==> config.mk <==
export PLATFORM = sky130hd
export DESIGN_NAME = param_up_down_counter
export DESIGN_NICKNAME = d
export VERILOG_FILES = /design/src/rtl/param_up_down_counter.sv
export SDC_FILE = /design/constraint.sdc
export NUM_CORES = 1
export LEC_CHECK = 0
export ABC_AREA = 1
export CAP_MARGIN = 10
export CORE_ASPECT_RATIO = 1.1
export CORE_MARGIN = 2
export CORE_UTILIZATION = 40
export DETAILED_ROUTE_END_ITERATION = 6
export PLACE_DENSITY_LB_ADDON = 0.15
export SLEW_MARGIN = 10
export SYNTH_ARGS = -nofsm -noshare
export SYNTH_HDL_FRONTEND = slang
export SYNTH_SLANG_ARGS = --single-unit
==> constraint.sdc <==
create_clock -name clk -period 2.4 [get_ports clk]
set_input_delay 0.36 -clock clk [delete_from_list [all_inputs] [get_ports clk]]
set_output_delay 0.36 -clock clk [all_outputs]
set_load 0.02 [all_outputs]
==> src/rtl/param_up_down_counter.sv <==
// Prescaled up/down counter with a programmable terminal value, a tc pulse and a sticky ovf flag.
// Latency: cuenta, tc and ovf are registered, so they update on the rising edge after the inputs are sampled.
// Backpressure: none; enable and the prescaler set the step rate. Saturate mode exists only under PARAM_UP_DOWN_COUNTER_SAT_EN.
module param_up_down_counter #(
    parameter int WIDTH   = 12,
    parameter int PRESC_W = 4
) (
    input  logic               clk,
    input  logic               rst,
    input  logic               clr,
    input  logic               enable,
    input  logic               up_dn,
    input  logic               load,
    input  logic [WIDTH-1:0]   load_val,
    input  logic [WIDTH-1:0]   term_val,
    input  logic [PRESC_W-1:0] presc_div,
    input  logic               sat,
    input  logic               ovf_clr,
    output logic [WIDTH-1:0]   cuenta,
    output logic               tc,
    output logic               ovf
);

    logic [PRESC_W-1:0] presc_cnt;
    logic               tick;
    logic               at_top;
    logic               at_bottom;
    logic               at_bound;
    logic               boundary;
    logic [WIDTH-1:0]   step_val;
    logic [WIDTH-1:0]   bound_val;

    // The prescaler match uses equality only. If presc_div is lowered below
    // presc_cnt, the prescaler wraps modulo 2^PRESC_W before the next tick.
    assign tick      = enable && (presc_cnt == presc_div);
    assign at_top    = up_dn && (cuenta == term_val);
    assign at_bottom = !up_dn && (cuenta == '0);
    assign at_bound  = at_top || at_bottom;

    // A boundary step happens only on a tick that clr or load has not overridden.
    assign boundary  = !clr && !load && tick && at_bound;

    assign step_val  = up_dn ? (cuenta + WIDTH'(1)) : (cuenta - WIDTH'(1));

`ifdef PARAM_UP_DOWN_COUNTER_SAT_EN
    // Boundary target: wrap to the opposite end, or hold in place when saturating.
    always_comb begin
        bound_val = up_dn ? '0 : term_val;
        if (sat) begin
            bound_val = cuenta;
        end
    end
`else
    // Saturation is not built in this configuration, so sat is deliberately left unused.
    logic sat_unused;
    assign sat_unused = sat;
    assign bound_val  = up_dn ? '0 : term_val;
`endif

    // Count and prescaler state. Priority is clr, then load, then tick, then hold.
    always_ff @(posedge clk or negedge rst) begin
        if (!rst) begin
            cuenta    <= '0;
            presc_cnt <= '0;
        end else if (clr) begin
            cuenta    <= '0;
            presc_cnt <= '0;
        end else if (load) begin
            cuenta    <= load_val;
            presc_cnt <= '0;
        end else if (tick) begin
            presc_cnt <= '0;
            cuenta    <= at_bound ? bound_val : step_val;
        end else if (enable) begin
            presc_cnt <= presc_cnt + PRESC_W'(1);
        end
    end

    // tc is a one-cycle pulse that lines up with the count produced by a boundary step.
    always_ff @(posedge clk or negedge rst) begin
        if (!rst) begin
            tc <= 1'b0;
        end else begin
            tc <= boundary;
        end
    end

    // ovf is sticky. A boundary step on the same edge as ovf_clr wins, so no event is lost.
    always_ff @(posedge clk or negedge rst) begin
        if (!rst) begin
            ovf <= 1'b0;
        end else if (boundary) begin
            ovf <= 1'b1;
        end else if (ovf_clr) begin
            ovf <= 1'b0;
        end
    end

endmodule

==> results.yml <==
global_routing:
  grt_pass1_wl_um: 9910
  gr-total-overflow: 0
  grt_max_degree: 19
  antenna_found_initial: 0
  use_met3_pct: 2.02
  gr-usage-met1_pct: 28.7
  grt_pass1_vias: 2243
  grtUsageTotal_pct: 21.7
  use_met2_pct: 36.3
  busiest_layer: "met2"
finish:
  design_area_mm2: 0.00278
  fin_util_pct: 55.6
  finalNonFillerCells: 481
  drive_above_1_share_pct: 9.46
  syn_to_final_growth_pct: 33.9
  fin_nets: 472
  antenna_cells: 0
floorplan:
  die_width_um: 72.7
  core_area_mm2: 0.00500
  die_area_mm2: 0.00578
  chipHeight_um: 79.6
  rows: 27
  start_util_pct: 41.5
  io_pins: 50
pwr:
  ir_drop_mv: 0.274
  finalPower_w: 0.00139
  power_density_mw_per_mm2: 500
  leakagePower_nw: 1.51
detailed_routing:
  drt-pass1-iter-count: 4
  drt_wl_total_um: 5720
  drc: 0
  vias_per_cell: 4.86
  vias: 2337
  drt_iter0_drc: 93
  post_drt_wl_per_cell_um: 11.9
  final_antenna_net_count: 0
placed_design:
  dp.cells: 477
  globalplace.congestion: 0.847
  dp_hpwl_um: 4670
  place_area_mm2: 0.00272
  io_buffers: 48
timing:
  finalCritPeriodShare_pct: 91.6
  rsz0062_at_grt: "true"
  min_period_ps: 2200
  relSlewSlack_pct: 66.6
  fmax_mhz: 455
  tightest_slew_ps: 498
  drv_slew: 0
  holdWs_ps: 428
  setup_violations: 0
  hold_viol: 0
  skew_ps: 7.21
yosys:
  synth_cells: 359
  synthArstFlopShare_pct: 100
  ys_warn_count: 0
  ys_seq_elements: 18
  syn_nets: 407
  synth.cell_area_mm2: 0.00208
  netlist_top_cells_area: "nand2_1 (27%), dfrtp_1 (22%), inv_1 (8.7%)"
  synth_common_cells: "nand2_1 (147), inv_1 (48), nor2_1 (47)"
  synth.top_cell.area_share_pct: 26.6
  synth_ff_type: "dfrtp_1"
  yosysSeqAreaShare_pct: 21.7
  synth_area_leader_cell: "nand2_1"
  yosysUniqueCellTypes: 27
  synth-edff-count: 0
  syn_avg_cell_area_um2: 5.78
  synthMostInstantiatedCell: "nand2_1"
clock_network:
  clkLatencyLatePin_ps: 260
  cts_max_path_buffers: 2
  clk_pin_slew_ps: 80
  numCtsBuffers: 3
  cts_tree: "built"
  cts_root_buf: "clkbuf_8"
  cts_max_level: 1
  clock-sinks: 18
setup_path:
  cp-start-kind: "input pin"
  worstSetupPathType: "in2reg"
  cp_max_fo: 11
  cp.arrival_ps: 2360
  crit_required_ps: 2560
  cp-end-kind: "flop"
outcome:
  status: "finished, final reports clean"
min_path:
  hold_class: "in2async"
flow_run:
  maxCapViolations: 0
==> path summary, 6_finish.rpt <==
check	start	slack (ps)	end	cells past startpoint
setup reg to reg	cuenta[0]	340	cuenta[8]	14
min in group clk	ovf	570	ovf	2
hold reg to reg	ovf	570	ovf	2
setup / recovery	up_dn	200	cuenta[8]	13
hold / removal	rst	430	cuenta[4]	2
max in group asynchronous	rst	1760	cuenta[11]	2
==> metrics by stage <==
stage	setup slack (ps)	TNS (ps)
after floorplan	252	0
after global placement	-37.2	-132
after detailed placement	-74.1	-327
after CTS	194	0
after global routing	-14.1	-14.1
final	202	0
==> final cells by class <==
| cell class | instances | area (µm²) |
|---|---|---|
| Multi-Input combinational cell | 280 | 1380 |
| Sequential cell | 18 | 450 |
| Tap cell | 58 | 72.6 |
| Inverter | 56 | 210 |
| Timing Repair Buffer | 65 | 608 |
| Clock buffer | 4 | 55.1 |
| Fill cell | 525 | 2220 |
==> worst max-delay path, cell delays in order <==
cell and delay [ps]:
clkdlybuf4s50_1 430, inv_1 320, ha_1 340, a21oi_1 210, nor2_1 70, nor2_1 120, nand3b_1 90, nand2_1 90
nand2_1 70, nand2_1 90, nand2_1 60, nand2_1 60, nand2_1 40
==> sequential cells by signal (all words and copies together) (netlist names) <==
signal / count
tc: 1
ovf: 1
presc_cnt: 4
cuenta: 12
==> power breakdown <==
group	leakage (nW)	switching, W	internal, W
Clock	0.0288	0.000112	0.000146
Sequential	0.237	0.0000632	0.000332
Combinational	1.24	0.000402	0.000336
==> routing by layer <==
metal	vias up	routed length, µm
met4	0	140
met2	49	2600
met1	1034	2770
met3	15	206
met5	-	0
li1	1239	-
==> timing repair <==
item | CTS | global route
endpoints found under the setup margin | 0 | 2
endpoints found under the hold margin | 0 | 0
gates resized for setup | 0 | 1
setup buffers | 0 | 0
hold buffers | 0 | 0
==> cell families after synthesis <==
family                     count (synthesis)  share of synthesized area [%]
xor gates and xnor gates                  11                           4.64
adders and majority gates                 12                           7.59
AOI/OAI and AO/OA                         13                           3.68
buffers and inverters                     61                           11.8
DFF                                       18                           21.7
and+or+nand+nor                          244                           50.6
==> placed cells by master, fill, tap and decap left out <==
| master | count |
|---|---|
| nand2_1 | 147 |
| inv_1 | 48 |
| clkdlybuf4s50_1 | 48 |
| nor2_1 | 47 |
| nand3_1 | 20 |
| dfrtp_1 | 18 |
| nand4_1 | 17 |
| buf_4 | 17 |
| ha_1 | 10 |
| inv_2 | 8 |
| xnor2_1 | 7 |
| a21oi_1 | 6 |
| o21ai_0 | 4 |
| xor2_1 | 4 |
| clkbuf_8 | 4 |
| nand3b_1 | 3 |
| nand3_2 | 2 |
| nor2_2 | 2 |
| nand2_2 | 2 |
| o21ai_1 | 2 |
| or2_0 | 1 |
| nor2_4 | 1 |
| nor3_2 | 1 |
| a21oi_4 | 1 |
| nor4_4 | 1 |
| fa_1 | 1 |
| ha_2 | 1 |
(Power assumes the default switching activity.)
